<file path="src/rtl/beta_pkg.sv">
// beta_pkg: Beta ISA opcodes, instruction constants and IR source selects
// shared by the decode stage and its sub-modules.
package beta_pkg;
   localparam logic [5:0] OP_LD  = 6'h18;
   localparam logic [5:0] OP_ST  = 6'h19;
   localparam logic [5:0] OP_JMP = 6'h1B;
   localparam logic [5:0] OP_BEQ = 6'h1C;
   localparam logic [5:0] OP_BNE = 6'h1D;
   localparam logic [5:0] OP_LDR = 6'h1F;
   localparam logic [1:0] IR_SRC_DATA   = 2'd0;
   localparam logic [1:0] IR_SRC_NOP    = 2'd1;
   localparam logic [1:0] IR_SRC_EXCEPT = 2'd2;
   localparam logic [31:0] INST_NOP        = 32'h83FF_F800;
   localparam logic [31:0] INST_BNE_EXCEPT = 32'h77DF_0000;
   localparam logic [4:0] R31 = 5'd31;
   function automatic logic [31:0] sxt16(input logic [15:0] c);
      return {{16{c[15]}}, c};
   endfunction
endpackage

</file>
<file path="src/rtl/bypass_mux.sv">
// bypass_mux: one read port's operand forwarding; EX beats MEM beats WB beats
// register-file data, and R31 always reads zero.
module bypass_mux
   import beta_pkg::*;
#(
   parameter int XLEN = 32
) (
   input  logic [4:0]      addr_i,
   input  logic [XLEN-1:0] rf_data_i,
   input  logic [4:0]      ex_rc_i,
   input  logic [4:0]      mem_rc_i,
   input  logic [4:0]      wb_rc_i,
   input  logic            ex_we_i,
   input  logic            mem_we_i,
   input  logic            wb_we_i,
   input  logic [XLEN-1:0] ex_data_i,
   input  logic [XLEN-1:0] mem_data_i,
   input  logic [XLEN-1:0] wb_data_i,
   output logic [XLEN-1:0] data_o
);
   always_comb
      data_o = (addr_i == R31)                   ? '0         :
               (ex_we_i && ex_rc_i == addr_i)    ? ex_data_i  :
               (mem_we_i && mem_rc_i == addr_i)  ? mem_data_i :
               (wb_we_i && wb_rc_i == addr_i)    ? wb_data_i  : rf_data_i;
endmodule

</file>
<file path="src/rtl/reg_file.sv">
// reg_file: NREGS x XLEN register file, two asynchronous read ports and one
// synchronous write port; R31 reads zero and ignores writes.
module reg_file #(
   parameter int XLEN  = 32,
   parameter int NREGS = 32
) (
   input  logic            clk,
   input  logic [4:0]      ra1,
   input  logic [4:0]      ra2,
   input  logic [4:0]      wa,
   input  logic [XLEN-1:0] wd,
   input  logic            we,
   output logic [XLEN-1:0] rd1,
   output logic [XLEN-1:0] rd2
);
   logic [XLEN-1:0] mem [NREGS];
   always_ff @(posedge clk)
      if (we && wa != 5'd31) mem[wa] <= wd;
   assign rd1 = (ra1 == 5'd31) ? '0 : mem[ra1];
   assign rd2 = (ra2 == 5'd31) ? '0 : mem[ra2];
endmodule

</file>
<file path="src/rtl/decode_stage.sv">
// decode_stage: Beta decode with operand bypassing, load-use interlock, annul and
// registered ALU hand-off. Define DECODE_BYPASS_EN for the full bypass network.
module decode_stage
   import beta_pkg::*;
#(
   parameter int              XLEN     = 32,
   parameter int              NREGS    = 32,
   parameter logic [XLEN-1:0] RESET_PC = 32'h8000_0000
) (
   input  logic            clk,
   input  logic            rst_n,
   input  logic [XLEN-1:0] pc_plus_four,
   input  logic [31:0]     inst,
   input  logic            fetch_valid,
   input  logic            annul,
   input  logic [1:0]      ir_src_dec,
   input  logic [4:0]      ex_rc,
   input  logic [4:0]      mem_rc,
   input  logic [4:0]      wb_rc,
   input  logic            ex_we,
   input  logic            mem_we,
   input  logic            wb_we,
   input  logic            ex_is_ld,
   input  logic [XLEN-1:0] ex_bypass,
   input  logic [XLEN-1:0] mem_bypass,
   input  logic [XLEN-1:0] wb_bypass,
   input  logic [4:0]      rf_w_addr,
   input  logic [XLEN-1:0] rf_w_data,
   input  logic            rf_we,
   output logic            stall,
   output logic [XLEN-1:0] jump_addr,
   output logic [XLEN-1:0] branch_addr,
   output logic            zero,
   output logic [XLEN-1:0] a_reg,
   output logic [XLEN-1:0] b_reg,
   output logic [XLEN-1:0] st_data,
   output logic [XLEN-1:0] pc_out,
   output logic [31:0]     inst_next
);
`ifdef DECODE_BYPASS_EN
   localparam bit BYP = 1'b1;
`else
   localparam bit BYP = 1'b0;
`endif
   logic [31:0]     ir_q, ir_d, inst_next_d;
   logic [XLEN-1:0] pc_q, pc_d, rf_rd1, rf_rd2, rd1, rd2, c_sxt;
   logic [5:0]      opcode;
   logic [4:0]      ra, rd2_addr;
   logic            is_ld, is_st, is_ldr, is_op, is_opc, ra_used, rb_used;
   logic            ex_hit, mem_hit, wb_hit;
   assign opcode   = ir_q[31:26];
   assign ra       = ir_q[20:16];
   assign is_ld    = opcode == OP_LD;
   assign is_st    = opcode == OP_ST;
   assign is_ldr   = opcode == OP_LDR;
   assign is_op    = opcode[5:4] == 2'b10;
   assign is_opc   = opcode[5:4] == 2'b11;
   assign rd2_addr = is_st ? ir_q[25:21] : ir_q[15:11];
   assign ra_used  = is_op || is_opc || is_ld || is_st || opcode == OP_JMP || opcode == OP_BEQ || opcode == OP_BNE;
   assign rb_used  = is_op || is_st;
   assign c_sxt    = XLEN'(sxt16(ir_q[15:0]));
   assign ex_hit   = ex_rc != R31 && ((ra_used && ex_rc == ra) || (rb_used && ex_rc == rd2_addr));
   assign mem_hit  = mem_rc != R31 && ((ra_used && mem_rc == ra) || (rb_used && mem_rc == rd2_addr));
   assign wb_hit   = wb_rc != R31 && ((ra_used && wb_rc == ra) || (rb_used && wb_rc == rd2_addr));
   // Without bypassing every in-flight producer interlocks; with it only a load in EX does.
   assign stall = (ex_we && ex_hit && (ex_is_ld || !BYP)) || (!BYP && ((mem_we && mem_hit) || (wb_we && wb_hit)));
   reg_file #(.XLEN(XLEN), .NREGS(NREGS)) u_rf (
      .clk(clk), .ra1(ra), .ra2(rd2_addr), .wa(rf_w_addr), .wd(rf_w_data), .we(rf_we),
      .rd1(rf_rd1), .rd2(rf_rd2)
   );
   bypass_mux #(.XLEN(XLEN)) u_byp_a (
      .addr_i(ra), .rf_data_i(rf_rd1), .ex_rc_i(ex_rc), .mem_rc_i(mem_rc), .wb_rc_i(wb_rc),
      .ex_we_i(BYP && ex_we), .mem_we_i(BYP && mem_we), .wb_we_i(BYP && wb_we),
      .ex_data_i(ex_bypass), .mem_data_i(mem_bypass), .wb_data_i(wb_bypass), .data_o(rd1)
   );
   bypass_mux #(.XLEN(XLEN)) u_byp_b (
      .addr_i(rd2_addr), .rf_data_i(rf_rd2), .ex_rc_i(ex_rc), .mem_rc_i(mem_rc), .wb_rc_i(wb_rc),
      .ex_we_i(BYP && ex_we), .mem_we_i(BYP && mem_we), .wb_we_i(BYP && wb_we),
      .ex_data_i(ex_bypass), .mem_data_i(mem_bypass), .wb_data_i(wb_bypass), .data_o(rd2)
   );
   assign zero        = rd1 == '0;
   assign jump_addr   = {rd1[XLEN-1:2], 2'b00};
   assign branch_addr = pc_q + (c_sxt << 2);
   always_comb begin
      ir_d        = annul ? INST_NOP : stall ? ir_q : fetch_valid ? inst : INST_NOP;
      pc_d        = (!annul && !stall && fetch_valid) ? pc_plus_four : pc_q;
      inst_next_d = (ir_src_dec == IR_SRC_EXCEPT) ? INST_BNE_EXCEPT :
                    (ir_src_dec == IR_SRC_DATA && !stall) ? ir_q : INST_NOP;
   end
   always_ff @(posedge clk or negedge rst_n)
      if (!rst_n) begin
         ir_q      <= INST_NOP;
         pc_q      <= RESET_PC;
         inst_next <= INST_NOP;
         a_reg     <= '0;
         b_reg     <= '0;
         st_data   <= '0;
         pc_out    <= '0;
      end else begin
         ir_q      <= ir_d;
         pc_q      <= pc_d;
         inst_next <= inst_next_d;
         a_reg     <= is_ldr ? branch_addr : rd1;
         b_reg     <= (is_ld || is_st || is_opc) ? c_sxt : rd2;
         st_data   <= rd2;
         pc_out    <= pc_q;
      end
endmodule

</file>
<file path="config.mk">
export PLATFORM = sky130hd
export DESIGN_NAME = decode_stage
export DESIGN_NICKNAME = d
export VERILOG_FILES = /design/src/rtl/beta_pkg.sv /design/src/rtl/bypass_mux.sv /design/src/rtl/reg_file.sv /design/src/rtl/decode_stage.sv
export SDC_FILE = /design/constraint.sdc
export NUM_CORES = 2
export LEC_CHECK = 0
export CORE_UTILIZATION = 59
export DETAILED_ROUTE_END_ITERATION = 10
export GPL_ROUTABILITY_DRIVEN = 0
export HOLD_SLACK_MARGIN = 0.02
export PLACE_DENSITY = 0.8
export SYNTH_ARGS = -nofsm -noshare
export SYNTH_HDL_FRONTEND = slang
export SYNTH_HIERARCHICAL = 1
export SYNTH_SLANG_ARGS = --single-unit
</file>
<file path="constraint.sdc">
create_clock -name clk -period 5.7 [get_ports clk]
set_input_delay 1.71 -clock clk [delete_from_list [all_inputs] [get_ports clk]]
set_output_delay 1.71 -clock clk [all_outputs]
set_load 0.01 [all_outputs]
</file>
=== Yosys cells after proc, flatten, opt, wreduce, memory -nomap -nowiden ===
Memory sizes are Yosys's and may differ from the RTL's.
Cells that the tools add are included.

* Bits in latches: 0
* Input bits: 223
* Memories: 1
* RAM bits: 1024
* Output and inout bits: 226
* Register bits after elaboration: 224
* Word-level logic and storage cells: 77
* Memory bits (read-only): 0

* $mul: 0
* Mux-type cells: 12
* Reduce and logical (&&, ||, !) cells: 34
* Div/mod/pow operators: 0
* Bitwise operators: 0
* $lt $le $gt $ge: 0
* Equal/unequal tests: 22
* Add/subtract/negate cells: 1
* Shift operators: 0

{| class="wikitable"
|+ Memory list
! name !! depth !! width !! read ports !! clocked after memory_dff !! write ports !! RTL line !! text
|-
| u_rf.mem || 32 || 32 || 2 || 0 || 1 || reg_file.sv:16 || <nowiki>logic [XLEN-1:0] mem [NREGS];</nowiki>
|}

{| class="wikitable"
|+ Operators by type and width
! cell !! count
|-
| 32-bit 2-to-1 mux || 9
|-
| 6-bit by 5-bit == test with 1-bit output (second input constant) || 6
|-
| 32-bit adder || 1
|-
| 32-bit logical NOT || 1
|-
| 5-bit == test || 6
|-
| 5-bit inequality test (second input constant) || 4
|-
| 1-bit logical AND || 16
|-
| 1-bit logical OR || 14
|-
| 5-bit == test (second input constant) || 2
|-
| 2-bit == test (second input constant) || 3
|-
| 5-bit 2-to-1 mux || 1
|-
| 1-bit logical NOT || 2
|-
| 2-bit logical NOT || 1
|-
| 1-bit 2-to-1 mux || 2
|-
| 2-bit inequality test (second input constant) || 1
|}

=== Depth between registers and ports, before layout ===
* Word-level depth: 17
* Gate-level depth with buffers: 17
* Mapped depth without buffers: 13

=== By module ===
Netlist, hierarchy kept.

{| class="wikitable"
|+ Modules (own cells, without submodules)
! module !! sequential area each (um2) !! cells each !! instances !! area each (um2)
|-
| reg_file || 30749.5 || 2414 || 1 || 46998.8
|-
| decode_stage || 5646.7 || 881 || 1 || 10274.9
|-
| bypass_mux || 0.0 || 213 || 2 || 1332.5
|}

=== Worst setup path before layout ===
Ideal clock, no wire load.

* Path type: reg-to-output
* Start: register ir_q[16]
* End: output port zero
* Arrival: 3.110 ns
* Path buffers: 3
* Path slack: 0.880 ns
* Required time: 3.990 ns
* Stages on the path, launching flop included: 13
* Cells stage by stage: dfstp_2 -> buf_6 -> buf_6 -> buf_6 -> mux4_2 -> a2111oi_2 -> a211oi_1 -> o21bai_1 -> o311ai_1 -> a31oi_1 -> nor4_1 -> nand4_1 -> nor2_1

* Cells in the longest elaborated chain, start to end: 3
* Elaborated cells between the ends (all ways): 4
* Those cells by class: 1 x eq/ne; 1 x mux; 1 x reduce/logical; 1 x memory

{| class="wikitable"
|+ RTL lines
! element !! RTL line !! text
|-
| start: declaration || decode_stage.sv:45 || <nowiki>logic [31:0] ir_q, ir_d, inst_next_d;</nowiki>
|-
| start signal: assignment || decode_stage.sv:100 || <nowiki>ir_q <= ir_d;</nowiki>
|-
| memory read 32 x 32 bit || - ||
|-
| named net rf_rd1[29] || decode_stage.sv:46 || <nowiki>logic [XLEN-1:0] pc_q, pc_d, rf_rd1, rf_rd2, rd1, rd2, c_sxt;</nowiki>
|-
| 32-bit 2-to-1 mux || bypass_mux.sv:22 || <nowiki>data_o = (addr_i == R31) ? '0 :</nowiki>
|-
| named net jump_addr[29] || decode_stage.sv:31 || <nowiki>output logic [XLEN-1:0] jump_addr,</nowiki>
|-
| 32-bit logical NOT || decode_stage.sv:81 || <nowiki>assign zero = rd1 == '0;</nowiki>
|-
| end: declaration || decode_stage.sv:33 || <nowiki>output logic zero,</nowiki>
|}

The timed path passes the listed nets, and every way through them passes these cells.

=== Worst setup path after layout ===
* Start: register ir_q[16]
* End: output port zero

* Cells in the longest elaborated chain, start to end: 3
* Elaborated cells between the ends (all ways): 4
* Those cells by class: 1 x eq/ne; 1 x mux; 1 x reduce/logical; 1 x memory

{| class="wikitable"
|+ RTL lines
! element !! RTL line
|-
| memory read 32 x 32 bit || -
|-
| named net rf_rd1[4] || decode_stage.sv:46
|-
| 32-bit 2-to-1 mux || bypass_mux.sv:22
|-
| 32-bit logical NOT || decode_stage.sv:81
|}

The timed path passes the listed nets, and every way through them passes these cells.

==> impl_results.md <==
- Synth top cells by count: edfxtp_1, mux4_2, nand2_1
- Setup Skew: 0.03320 ns
- Final core occ: about three quarters
- Multiplexer area fraction after synthesis: roughly a fifth
- Setup-failing EPs final: 11
- Worst slew pin tran: roughly 3.6 ns
- Multi-input gate area: ~24000 um2
- Hold path start: pc_q[31]
- Status: finished, violations left
- Bufs and invs on worst path: 6
- Adder-Cell Fraction of Synth Area: less than 1%
- Reg2reg start: ir_q[30]
- Congestion Overflow GR: 0
- Area leader, netlist: edfxtp_1
- # IOs: 449
- Synth top area share: approximately half
- Final hold slack: about 0.41 ns
- Chip Width: approximately 320 um
- Vias per std cell: 7.397
- Maxcap violations: 0
- IO Port Bufs: between 400 and 500
- Hold endpoint: pc_out[31]
- Mapped Cells: between 3000 and 4000
- F_max: approximately 160 MHz
- Reg2reg end: b_reg[20]
- Post-route cell area: ~75000 um2
- Max-slew headroom: -138.8%
- CP Max Fanout: 5
- Fin. Hold Viols: 0
- Critical Path RT: between 3 and 4 ns
- Starting density of the core: about three fifths
- Via count: 43760
- Number of synthesized flops with an enable pin: around 1000
- CTS tree: yes
- Die Area: about 100000 um2
- Crit path DAT: between 4 and 5 ns
- Post-route DRC: 0
- Avg Cell Area, Syn: about 16 um2
- Number of flip-flops in the largest register: a little over 1000
- # clock sinks: roughly 1200
- Yosys warning total: 6
- Setup WS pre-CTS: -0.7464 ns
- Dominant combinational cell family by area after synthesis: multiplexers
- Leak pwr: 27.13 nW
- PnR worst setup slack: -0.5567 ns
- Worst path max stage delay: 0.66 ns
- Largest net degree at the start of global routing: 120
- Clk_lat worst skew: approximately 0.76 ns
- Total Wirelength: ~220000 um
- CP endpoint kind: primary output
- R2R Setup Slk: 0.66 ns
- Htree depth: 4
- XOR/XNOR share of the synthesized area: under 10%
- Setup Crit Path Kind: reg2out
- Core area: between 100000 and 150000 um2
- Top reg by flops: u_rf/mem
- Root buf cell: clkbuf_16
- Area contributors post-synth: edfxtp_1, mux4_2, dfrtp_1, mux2i_1, nand2_1
- Period minus WS final: around 6.3 ns
- Reg2reg path depth: 13
- HPWL after detailed placement: between 100000 and 150000 um
- Sequential-to-total area share from yosys stat: approximately 60%
- First-pass GRT wire length: 303400 um
- Post-Route Setup TNS: -1.390 ns
- Total Routing Usage GR: approximately two fifths
- Hold Crit Class: reg2reg
- Share of layout cells above drive strength 1: between 20% and 30%
- Most frequent CP cell: buf_4
- Initial antenna violation count: 26
- RSZ-0062 raised after global routing: true
- FF+latch area: 36410 um2
- Max clock buf depth: 3
- Setup crit start: ir_q[16]
- Crit-path leading delay family: compound AO/OA/AOI/OAI gates
- Synthesized cell area: approximately 60000 um2
- Placed inst area: just under 70000 um2
- Cell Pwr Density: 312.5 nW/um2
- Simple-gate share of the synthesized area: under 10%
- Final Max Tran Viols: approximately 330
- CTS Buf Count: 130
- Ratio of final minimum period to clock period: 109.8%
- Reg clk slew, reported paths: approximately 0.060 ns
- Async S/R FF share, synth: around 18%
- Detailed-router iteration count before antenna repair: 9
- Fillers: roughly 5600
- Drt wl/cell: approximately 37 um
- Number of global-route vias before repair: between 40000 and 50000
- Fin nets: between 4000 and 5000
- Worst VDD drop: 0.3142 mV
- Hold path depth: 0
- Complex-gate fraction of the synthesized area: 9.268%
- Initial DRC count: 7160
- Ys flop type: edfxtp_1
- Critical path startpoint category: register
- Yosys reg bits: 1248
- Most common cell in the netlist: edfxtp_1
- Failing checks: max-slew violations, negative setup slack
- Num rows: around 120
- Synth-to-Final Area Change: 24.38%
- Worst path cell trace: buf_4 -> buf_12 -> buf_4 -> mux4_2 -> a22o_1 -> a2111oi_4 -> a211oi_2 -> o221ai_2 -> a31oi_4 -> nor4_4 -> buf_4 -> nand4_1 -> buf_6 -> nor2_2 -> buf_2
- Highest-delay cell along the critical path: dfstp_4
- Chip Height: between 300 and 400 um
- Yosys cell types: 90
- Routed Antenna Nets: 0
-- kinds of logic (layout without fill, tap and decap cells) --
logic type	after synthesis	count (layout)
AOI/OAI and AO/OA	730	730
and+or+nand+nor	608	608
xor gates and xnor gates	81	81
buffers and inverters	358	1137
muxes	664	664
adders and majority gates	30	30
other	2	60
DFF	1248	1248
-- worst max-delay path by stage --
| stage | cells after the start | to |
|---|---|---|
| after floorplan | 12 | zero |
| after global placement | 13 | zero |
| after detailed placement | 13 | zero |
| after CTS | 16 | zero |
| after global routing | 16 | zero |
| final | 15 | zero |
-- area by class of cell --
class                      count  share of cell area [%]
tap                         1357                   2.277
inverter                      61                  0.3071
timing repair buffer         836                   11.25
clock inverter                82                   1.061
antenna                       18                 0.06042
multi-input combinational   2155                   31.54
sequential                  1248                   48.84
clock buffer                 158                   4.661
-- repair_timing --
item / 4_1_cts / 5_1_grt
pin swaps: 65 / 76
resized for setup: 258 / 134
gates cloned: 5 / 1
setup buffers: 55 / 26
setup endpoints to repair: 41 / 38
hold buffers: 0 / 0
-- power breakdown --
part	switching [W]	internal, W	total (W)	leakage (nW)
Sequential	0.000184	0.0102	0.0104	12.1
Clock	0.00367	0.00492	0.00859	2.09
Combinational	0.00240	0.00191	0.00431	13.0
-- through the flow --
| step | power, W | std cells |
|---|---|---|
| finish | 0.02329 | 5915 |
| detailed placement | 0.01436 | 5577 |
| CTS | 0.02295 | 5873 |
| global placement | 0.01429 | 5577 |
| floorplan | 0.01243 | 3761 |
| global route | 0.02377 | 5912 |
-- layer usage --
| metal | vias up | track usage, % | wire [um] | part of all wire [%] |
|---|---|---|---|---|
| met4 | 18 | 33.40 | 20380 | 9.4 |
| met3 | 1171 | 13.73 | 32970 | 15 |
| met5 | - | 0 | 138 | 0.063 |
| met2 | 4280 | 62.39 | 97390 | 45 |
| li1 | 16700 | - | - | - |
| met1 | 21590 | 49.86 | 66450 | 31 |
-- layout by cell type (no fill, tap or decap), types with 26 or more instances in the layout --
cell type,n
dfstp_2,29
a2111oi_4,26
nand4_1,38
and3_1,35
o22a_1,26
clkinv_2,27
a31oi_1,46
a21oi_1,86
edfxtp_1,1024
or3_1,72
mux4_2,412
ha_1,28
dfrtp_1,191
a22o_1,37
xnor2_1,36
nor2_1,33
nor2_4,36
clkbuf_16,136
o221ai_1,70
nand2_1,244
buf_12,57
o21ai_0,91
a22oi_1,78
conb_1,42
buf_6,39
mux2_4,28
nand3_1,54
buf_4,289
xor2_1,39
inv_1,58
mux2i_1,202
o22ai_1,34
clkdlybuf4s50_1,404
-- worst register-to-register path, cell delays in order, from the launching register on --
cell      delay (ns)
dfrtp_1         0.56
nand4b_1        0.40
nor3_2          0.23
a21oi_2         0.10
inv_2           0.47
nand3b_1        0.80
buf_4           0.50
o22a_1          0.24
nand4_1         0.10
and3_1          0.53
o221ai_1        0.33
a31oi_1         0.52
nand2_1         0.09
nand2_1         0.08
Note: power is estimated with default switching activity, not from simulation.
